`src/rtl/mips_mc_controller.sv`:
```
// Multicycle MIPS control unit: Moore sequencer, ALU decoder and PC-enable logic.
// Optional macro MC_BNE_EN adds bne (op 000101) support through the BRANCH state.
module mips_mc_controller (
  input  logic       clk,
  input  logic       reset,
  input  logic [5:0] op,
  input  logic [5:0] funct,
  input  logic       zero,
  output logic       pcen,
  output logic       memwrite,
  output logic       irwrite,
  output logic       regwrite,
  output logic       iord,
  output logic       memtoreg,
  output logic       regdst,
  output logic       alusrca,
  output logic [1:0] alusrcb,
  output logic [1:0] pcsrc,
  output logic [2:0] alucontrol
);

  localparam logic [5:0] OP_RTYPE = 6'b000000;
  localparam logic [5:0] OP_LW    = 6'b100011;
  localparam logic [5:0] OP_SW    = 6'b101011;
  localparam logic [5:0] OP_BEQ   = 6'b000100;
  localparam logic [5:0] OP_BNE   = 6'b000101;
  localparam logic [5:0] OP_ADDI  = 6'b001000;
  localparam logic [5:0] OP_J     = 6'b000010;

  typedef enum logic [3:0] {
    FETCH    = 4'd0,
    DECODE   = 4'd1,
    MEMADR   = 4'd2,
    MEMRD    = 4'd3,
    MEMWB    = 4'd4,
    MEMWR    = 4'd5,
    EXECUTE  = 4'd6,
    ALUWB    = 4'd7,
    BRANCH   = 4'd8,
    ADDIEXEC = 4'd9,
    ADDIWB   = 4'd10,
    JUMP     = 4'd11
  } state_t;

  state_t     state_p0;
  state_t     state_nxt;
  logic [1:0] aluop;
  logic       pcwrite;
  logic       branch;
  logic       memwrite_raw;
  logic       irwrite_raw;
  logic       regwrite_raw;
  logic       unused_st;
  logic       br_taken;
  logic [2:0] alu_dec;

  // ---- state register (the only storage) ----
  always_ff @(posedge clk or negedge reset) begin
    if (!reset) state_p0 <= FETCH;
    else        state_p0 <= state_nxt;
  end

  // ---- next state and Moore outputs ----
  always_comb begin
    state_nxt    = FETCH;
    aluop        = 2'b00;
    pcwrite      = 1'b0;
    branch       = 1'b0;
    memwrite_raw = 1'b0;
    irwrite_raw  = 1'b0;
    regwrite_raw = 1'b0;
    unused_st    = 1'b0;
    iord         = 1'b0;
    memtoreg     = 1'b0;
    regdst       = 1'b0;
    alusrca      = 1'b0;
    alusrcb      = 2'b00;
    pcsrc        = 2'b00;
    case (state_p0)
      FETCH: begin
        alusrcb     = 2'b01;
        irwrite_raw = 1'b1;
        pcwrite     = 1'b1;
        state_nxt   = DECODE;
      end
      DECODE: begin
        alusrcb = 2'b11;
        case (op)
          OP_LW, OP_SW: state_nxt = MEMADR;
          OP_RTYPE:     state_nxt = EXECUTE;
          OP_BEQ:       state_nxt = BRANCH;
`ifdef MC_BNE_EN
          OP_BNE:       state_nxt = BRANCH;
`endif
          OP_ADDI:      state_nxt = ADDIEXEC;
          OP_J:         state_nxt = JUMP;
          default:      state_nxt = FETCH;
        endcase
      end
      MEMADR: begin
        alusrca   = 1'b1;
        alusrcb   = 2'b10;
        state_nxt = (op == OP_SW) ? MEMWR : MEMRD;
      end
      MEMRD: begin
        iord      = 1'b1;
        state_nxt = MEMWB;
      end
      MEMWB: begin
        memtoreg     = 1'b1;
        regwrite_raw = 1'b1;
      end
      MEMWR: begin
        iord         = 1'b1;
        memwrite_raw = 1'b1;
      end
      EXECUTE: begin
        alusrca   = 1'b1;
        aluop     = 2'b10;
        state_nxt = ALUWB;
      end
      ALUWB: begin
        regdst       = 1'b1;
        regwrite_raw = 1'b1;
      end
      BRANCH: begin
        alusrca = 1'b1;
        aluop   = 2'b01;
        pcsrc   = 2'b01;
        branch  = 1'b1;
      end
      ADDIEXEC: begin
        alusrca   = 1'b1;
        alusrcb   = 2'b10;
        state_nxt = ADDIWB;
      end
      ADDIWB: regwrite_raw = 1'b1;
      JUMP: begin
        pcsrc   = 2'b10;
        pcwrite = 1'b1;
      end
      default: unused_st = 1'b1;
    endcase
  end

  // ---- ALU decoder ----
  always_comb begin
    alu_dec = 3'b010;
    case (aluop)
      2'b01: alu_dec = 3'b110;
      2'b10: begin
        case (funct)
          6'b100010: alu_dec = 3'b110;
          6'b100100: alu_dec = 3'b000;
          6'b100101: alu_dec = 3'b001;
          6'b101010: alu_dec = 3'b111;
          default:   alu_dec = 3'b010;
        endcase
      end
      default: alu_dec = 3'b010;
    endcase
  end

  // Unreachable encodings drive every output to zero, ALU control included.
  assign alucontrol = unused_st ? 3'b000 : alu_dec;

`ifdef MC_BNE_EN
  assign br_taken = branch & ((op == OP_BNE) ? ~zero : zero);
`else
  assign br_taken = branch & zero;
`endif

  // Write enables are blocked while reset is held so no write fires mid-abort.
  assign pcen     = reset & (pcwrite | br_taken);
  assign memwrite = reset & memwrite_raw;
  assign irwrite  = reset & irwrite_raw;
  assign regwrite = reset & regwrite_raw;

endmodule

```
`config.mk`:
```
export PLATFORM = sky130hd
export DESIGN_NAME = mips_mc_controller
export DESIGN_NICKNAME = d
export VERILOG_FILES = /design/src/rtl/mips_mc_controller.sv
export SDC_FILE = /design/constraint.sdc
export NUM_CORES = 1
export LEC_CHECK = 0
export CAP_MARGIN = 20
export CORE_UTILIZATION = 38
export DETAILED_ROUTE_END_ITERATION = 7
export PLACE_DENSITY = 0.77
export RECOVER_POWER = 100
export REMOVE_ABC_BUFFERS = 1
export SYNTH_ARGS = -nofsm -noshare
export SYNTH_HDL_FRONTEND = slang
export SYNTH_SLANG_ARGS = --single-unit
```
`constraint.sdc`:
```
create_clock -name clk -period 2.4 [get_ports clk]
set_clock_uncertainty 0.05 [all_clocks]
set_input_delay 0.48 -clock clk [delete_from_list [all_inputs] [get_ports clk]]
set_output_delay 0.48 -clock clk [all_outputs]
set_load 0.01 [all_outputs]
```
### Word level (Yosys, flattened, before mapping)

Cells that the tools add are included.

* bits of input ports: 15
* output and inout port bits: 15
* bits in registers: 4

* reduce and logical (&&, ||, !) cells: 9
* eq/ne operators: 22
* bitwise gates (word level): 6
* multiplexer cells: 18

Operator list (count)
* $eq 6x6->1 const B: 6
* $pmux 4 s6: 1
* $pmux 4 s5: 1
* $eq 4x3->1 const B: 4
* $eq 4x4->1 const B: 4
* $pmux 3 s4: 1
* $reduce_or 12->1: 1
* $mux 1: 9
* $eq 4x2->1 const B: 2
* $pmux 2 s2: 2
* $reduce_or 2->1: 4
* $eq 6x2->1 const B: 1
* $eq 6x3->1 const B: 1
* $eq 6x4->1 const B: 1
* $logic_not 6->1: 1
* $mux 3: 2
* $pmux 2 s3: 1
* $pmux 3 s2: 1
* $and 1x1->1: 5
* $eq 4x1->1 const B: 1
* $logic_not 4->1: 1
* $reduce_or 4->1: 1
* $reduce_or 3->1: 1
* $eq 2x1->1 const B: 1
* 2 further kinds: 2

### Logic depth before layout (Yosys ltp)

Gate-level depths: netlist of run 1.

* depth in word-level cells: 5
* mapped depth: 8
* mapped depth without buffers: 7

### Worst setup path after synthesis of run 1

Ideal clock, no wire load.

* kind: register -> output
* from: register state_p0[0]
* to: output alucontrol[0]
* required time: 1.870 ns
* cell stages (with the launch flop): 8
* arrival: 1.671 ns
* slack: 0.199 ns
* path buffers: 1
* cell sequence: dfrtp_1 -> clkbuf_1 -> nor2_1 -> nand2b_1 -> ha_1 -> inv_1 -> nand2_1 -> nor4b_1

* word-level cells in the longest chain between the ends: 5
* elaborated cells on any way between the ends: 18

RTL lines
* start: declaration: RTL line 45 `state_t state_p0;`
* start signal: assignment: RTL line 60 `else state_p0 <= state_nxt;`
* $eq 4x4->1 / $eq 4x3->1 (equally long branches): RTL line 79 `case (state_p0)`
* $pmux 2 s2: RTL line 79
* $eq 2x2->1 / $eq 2x1->1 (equally long branches): RTL line 149 `case (aluop)`
* $pmux 3 s2: RTL line 149
* $mux 3 *: RTL line 165 `assign alucontrol = unused_st ? 3'b000 : alu_dec;`
* end: declaration: RTL line 19 `output logic [2:0] alucontrol`

Every way passes the cells marked *; elsewhere a longest branch is shown, timed or not.

### Worst setup path after layout of run 1

* from: input funct[2]
* to: output alucontrol[0]

* word-level cells in the longest chain between the ends: 4
* elaborated cells on any way between the ends: 7

RTL lines
* start: declaration: RTL line 7 `input logic [5:0] funct,`
* $eq 6x6->1: RTL line 152 `case (funct)`
* $pmux 3 s4 *: RTL line 152
* $pmux 3 s2 *: RTL line 149
* $mux 3 *: RTL line 165

Marked as above.

==> flow_summary.toml, run 1 <==
[timing]
max_freq_ghz = 0.4296
period_needed_ns = 2.328
slew_viol_final = 0
rsz0062_at_grt = "yes"
hold_viol_final = 0
setup_viol = 0
finalCritPeriodShare = 0.9699
tns_ns = 0
slew_headroom = 0.5755
hold_ws_ns = 0.6030
tightest_slew_ns = 0.6279

[critical_path]
cpLargestDelayFamily = "buffers and inverters"
path_class = "in2out"
crit_buf_inv = 2
cp-start-kind = "primary input"
cp_slowest_cell = "clkdlybuf4s50_1"
critPathArrivalTime_ns = 1.80
end_kind = "output pin"
crit_required_ns = 1.87
slowest_delay_ns = 0.54
cp_max_fo = 3
crit_chain = "clkdlybuf4s50_1, nor4bb_1, a21oi_1, nor4b_2, clkbuf_2"

[drt]
wl_per_cell_um = 12.60
drt_iter0_drc = 19
vias_per_cell = 5.421
ant_nets = 0
vias = 759
routed_wirelength_um = 1764
firstDrtPassIters = 4
drc_errors = 0

[clock_network]
clk_path_buf_depth = 2
cts_tree = "done"
clock_latency_ns = 0.23
htreeDepth = 1
root_buffer = "clkbuf_4"
clk_pin_slew_worst_paths_ns = 0.04
cts_buffers = 3
clkSinkCount = 4

[layout]
final_cell_mix = "16 x clkdlybuf4s50_1, 12 x buf_4, 9 x nand2_1, 9 x nor2_1"
design_area_sq_mm = 0.001003
largest_reg_flops = 4
fillers = 122
synthToLayoutAreaGrowth_pct = 72.47
layout-drive-gt1-share = 0.1920
largest_register = "state_p0"
diodes = 0
fin_nets = 144
layout_commonest_cell = "clkdlybuf4s50_1"
top_regs = "state_p0: 4 flops"

[synth]
syn_area_sq_um = 581.8
postSynthCellCount = 84
synth_seq_cells = 4
synthDistinctLibCells = 35
ys_warn_count = 0
avgSynthCellArea_sq_um = 6.926
synth_edf_count = 0
yosysSeqAreaShare = 0.1720
synth_flop_cell = "dfrtp_1"
synthArstFlopShare = 1.000

[floorplanning]
pin_count = 30
die_x_um = 41.13
start_util = 0.4258
row_count = 13
coreArea_sq_mm = 0.001366
dieArea_sq_mm = 0.001692
die_h_um = 41.13

[global_route]
grt_overflow = 0
grt_usage = 0.2273
grt_pass1_wl_um = 2525
grt_max_degree = 12
antenna_found_initial = 0
grt_pass1_vias = 653

[placed_design]
detailed_place_hpwl_um = 1395
placed_area_sq_um = 972.2
port_buffers = 29
place_congestion = 0.8231

[worst_hold_path]
hold_path.class = "in2async"

[run]
maxCapViolCount = 0

[outcome]
status = "complete, no violations"

[power_and_ir_drop]
power_density_mw_per_mm2 = 604.5
ir_drop_v = 0.0005007
p_leak_uw = 0.0004438
metal layers:
metal	vias to the layer above	part of all wire	global-route usage
met5	-	0	0
met4	0	0	0.07258
met3	0	0.054	0.04891
met2	32	0.52	0.4375
met1	339	0.42	0.2393
li1	388	-	-
power breakdown:
part | switching [uW] | total [uW] | leakage (uW) | internal [uW]
Combinational | 206 | 418 | 0.000377 | 212
Clock | 27.5 | 83.4 | 0.0000138 | 55.9
Sequential | 20.9 | 106 | 0.0000531 | 84.8
metrics by stage:
| step | setup slack, ns | utilization | power (uW) | std cells |
|---|---|---|---|---|
| floorplan | 0.1384 | - | 309.0 | 80 |
| global placement | -0.3064 | 0.7115 | 535.9 | 137 |
| detailed placement | -0.3608 | 0.7115 | 546.3 | 137 |
| CTS | -0.04537 | 0.7280 | 622.9 | 140 |
| global route | -0.01079 | 0.7344 | 652.9 | 140 |
| finish | 0.07224 | 0.7344 | 606.6 | 140 |
cells by family after synthesis:
kind of cell,Yosys count,share of synthesized area
XOR/XNOR,3,0.04517
adder cells (fa/ha/maj),2,0.04300
AND/OR/NAND/NOR,47,0.4473
buffers and inverters,10,0.06665
flip-flops,4,0.1720
AO/OA/AOI/OAI,18,0.2258
synthesized netlist by cell type, types with 2 or more instances:
cell type / number / share of area
nor3_1: 4 / 0.034
o21ai_0: 3 / 0.026
ha_1: 2 / 0.043
xor2_1: 2 / 0.030
dfrtp_1: 4 / 0.17
nor2_1: 9 / 0.058
inv_1: 6 / 0.039
nand3_1: 3 / 0.026
nor2b_1: 5 / 0.054
nand2_1: 9 / 0.058
nand2b_1: 6 / 0.065
and3_1: 3 / 0.032
a21oi_1: 4 / 0.034
clkbuf_1: 3 / 0.019
layout make-up:
class | count | area [sq um] | area share
Clock buffer | 3 | 22.52 | 0.02244
Inverter | 6 | 22.52 | 0.02244
Multi-Input combinational cell | 70 | 474.2 | 0.4726
Sequential cell | 4 | 100.1 | 0.09975
Tap cell | 15 | 18.77 | 0.01870
Timing Repair Buffer | 42 | 365.4 | 0.3641
worst reg2reg max path, delay by kind of cell, from the launching register on:
kind,cells,cell delay [ns]
AO/OA/AOI/OAI,2,0.43
buffers and inverters,1,0.18
flip-flops,1,0.40
AND/OR/NAND/NOR,1,0.59
path summary, 6_finish.rpt:
| kind | startpoint | endpoint | slack (ns) | depth (start not counted) |
|---|---|---|---|---|
| worst max-delay path | funct[2] | alucontrol[0] | 0.07 | 5 |
| worst min-delay path | reset | state_p0[1] | 0.60 | 2 |
| worst max register to register | state_p0[3] | state_p0[1] | 0.66 | 4 |
| worst min register to register | state_p0[3] | state_p0[0] | 0.68 | 2 |
| max in group asynchronous | reset | state_p0[3] | 1.52 | 2 |
| min in group clk | state_p0[3] | state_p0[0] | 0.68 | 2 |
what timing repair did:
item | 4_1_cts | 5_1_grt
hold buffers | 0 | 0
setup endpoints to repair | 4 | 6
endpoints found under the hold margin | 0 | 0
resized for setup | 7 | 13
buffers inserted | 0 | 0
No activity file was read; power rests on OpenSTA's default activity.
==> inputs of run 2 (changes only) <==
--- a/constraint.sdc
+++ b/constraint.sdc
@@ -3,3 +3,3 @@
 set_input_delay 0.48 -clock clk [delete_from_list [all_inputs] [get_ports clk]]
 set_output_delay 0.48 -clock clk [all_outputs]
-set_load 0.01 [all_outputs]
+set_load 0.005 [all_outputs]
==> run 2 against run 1 <==
Effect of this change:
- core utilization up 2.1 points
- sequential share of layout area down 0.16 points
- routed wire length down 2.2%
- cell count up 1.4%
- non-clock buffer count up 2
- total power up 0.34%
- count of clock-buffer cells in the layout unchanged
- sequential cell count unchanged
- first-iteration DRC count down 53%
- die area unchanged
- via count down 1.1%
- largest cell class unchanged
==> flow_summary.toml, run 2 (synthesis results as in run 1) <==
[critical_path]
r2r-end = "state_p0[3]"
crit_buf_inv = 2
cp_max_fo = 4
slowest_delay_ns = 0.49
critPathArrivalTime_ns = 1.82
r2r-start = "state_p0[3]"
path_class = "reg2out"
cp-start-kind = "register"
cpLargestDelayFamily = "buffers and inverters"
regToRegSetupSlack_ns = 0.70
end_kind = "output pin"
r2r_cells = 4
crit_chain = "buf_4, nand2b_1, nor3_1, o21a_1, clkdlybuf4s50_1"
cp_slowest_cell = "clkdlybuf4s50_1"
crit_required_ns = 1.87

[clock_network]
cts_tree = "done"
clk_pin_slew_worst_paths_ns = 0.03
root_buffer = "clkbuf_4"
clkSinkCount = 4
htreeDepth = 1
clk_path_buf_depth = 2
cts_buffers = 3
clock_latency_ns = 0.23

[drt]
firstDrtPassIters = 4
wl_per_cell_um = 12.15
ant_nets = 0
drc_errors = 0
vias = 751
vias_per_cell = 5.289
routed_wirelength_um = 1726
drt_iter0_drc = 9

[layout]
layout_commonest_cell = "clkdlybuf4s50_1"
largest_register = "state_p0"
fin_nets = 146
diodes = 0
final_core_util = 0.7555
top_regs = "state_p0: 4 flops"
layout-drive-gt1-share = 0.2126
largest_reg_flops = 4
fillers = 124
synthToLayoutAreaGrowth_pct = 77.42
final_cell_mix = "23 x clkdlybuf4s50_1, 14 x buf_4, 9 x nand2_1, 9 x nor2_1, 6 x inv_1"
design_area_sq_mm = 0.001032

[floorplanning]
row_count = 13
coreArea_sq_mm = 0.001366
start_util = 0.4258
pin_count = 30
die_h_um = 41.13
dieArea_sq_mm = 0.001692
die_x_um = 41.13

[placed_design]
placed_area_sq_um = 964.7
port_buffers = 29
detailed_place_hpwl_um = 1387
place_congestion = 0.8123

[run]
maxCapViolCount = 0

[global_route]
grt_pass1_wl_um = 2470
antenna_found_initial = 0
grt_max_degree = 12
grt_pass1_vias = 632
grt_usage = 0.2240
grt_overflow = 0

[worst_hold_path]
hold_path.class = "in2async"

[timing]
period_needed_ns = 2.355
max_freq_ghz = 0.4247
setup_viol = 0
slew_viol_final = 0
slew_headroom = 0.5667
tns_ns = 0
hold_viol_final = 0
finalCritPeriodShare = 0.9811
tightest_slew_ns = 0.6409

[power_and_ir_drop]
power_density_mw_per_mm2 = 589.7
p_leak_uw = 0.0004575
ir_drop_v = 0.0005277

[outcome]
status = "complete, no violations"
[run 2: cell count changes in the layout (fill, tap and decap cells not counted), sizes merged]
cell and delta:
dlygate4sd3 -6, clkdlybuf4s50 +7, clkbuf -1, buf +2, dlygate4sd2 +2, clkdlybuf4s25 -2
[run 2: where the power goes]
part | switching (uW) | internal, uW
registers | 21.0 | 85.3
clock network | 23.1 | 55.6
logic | 189 | 235
[run 2: what timing repair did]
| item | in CTS | in global routing |
|---|---|---|
| pin swaps | 2 | 2 |
| setup buffers | 2 | 1 |
| hold buffers | 0 | 0 |
| endpoints found under the setup margin | 4 | 2 |
| gates resized for setup | 15 | 4 |
[run 2: worst max-delay path by stage]
stage	startpoint	end	slack (ns)	depth (start not counted)
finish	state_p0[3]	regwrite	0.05	5
global route	state_p0[3]	alucontrol[0]	-0.003	8
CTS	funct[0]	alucontrol[0]	0.0003	6
detailed placement	funct[1]	alucontrol[1]	-0.35	5
global placement	funct[1]	alucontrol[0]	-0.27	5
floorplan	state_p0[2]	alucontrol[0]	0.29	6
[run 2: through the flow]
step / hold WS [ns] / worst slack, ns / total power [uW] / instances
6_report: 0.6043 / 0.04527 / 608.7 / 142
2_1_floorplan: 0.1344 / 0.2880 / 290.9 / 80
3_5_place_dp: 0.6317 / -0.3488 / 523.7 / 136
4_1_cts: 0.5820 / 0.0002760 / 617.7 / 141
5_1_grt: 0.6383 / -0.002903 / 652.4 / 142
3_3_place_gp: 0.6290 / -0.2711 / 516.2 / 136
[run 2: layer usage]
metal | part of all wire | track usage
met3 | 0.047 | 0.03804
met2 | 0.51 | 0.4336
met1 | 0.43 | 0.2328
met5 | 0 | 0
met4 | 0.0081 | 0.08871
[run 2: worst reg2reg max path, stage by stage, from the launching register on]
cell,delay (ns)
dfrtp_2,0.42
buf_4,0.17
nor4b_1,0.60
o2111ai_1,0.20
o22ai_1,0.18
[run 2: cell type report]
class | count | area [sq um] | area share
well taps | 15 | 18.77 | 0.01818
flip-flops and latches | 4 | 101.3 | 0.09818
multi-input cells | 70 | 483.0 | 0.4679
clock buffers | 3 | 22.52 | 0.02182
inverters | 6 | 22.52 | 0.02182
repair buffers | 44 | 384.1 | 0.3721
==> inputs of run 3 (changes only) <==
HOLD_SLACK_MARGIN = 0.08   (was unset)
==> results of run 3 <==
No change in the layout: final DEF, timing and power equal those of run 2.
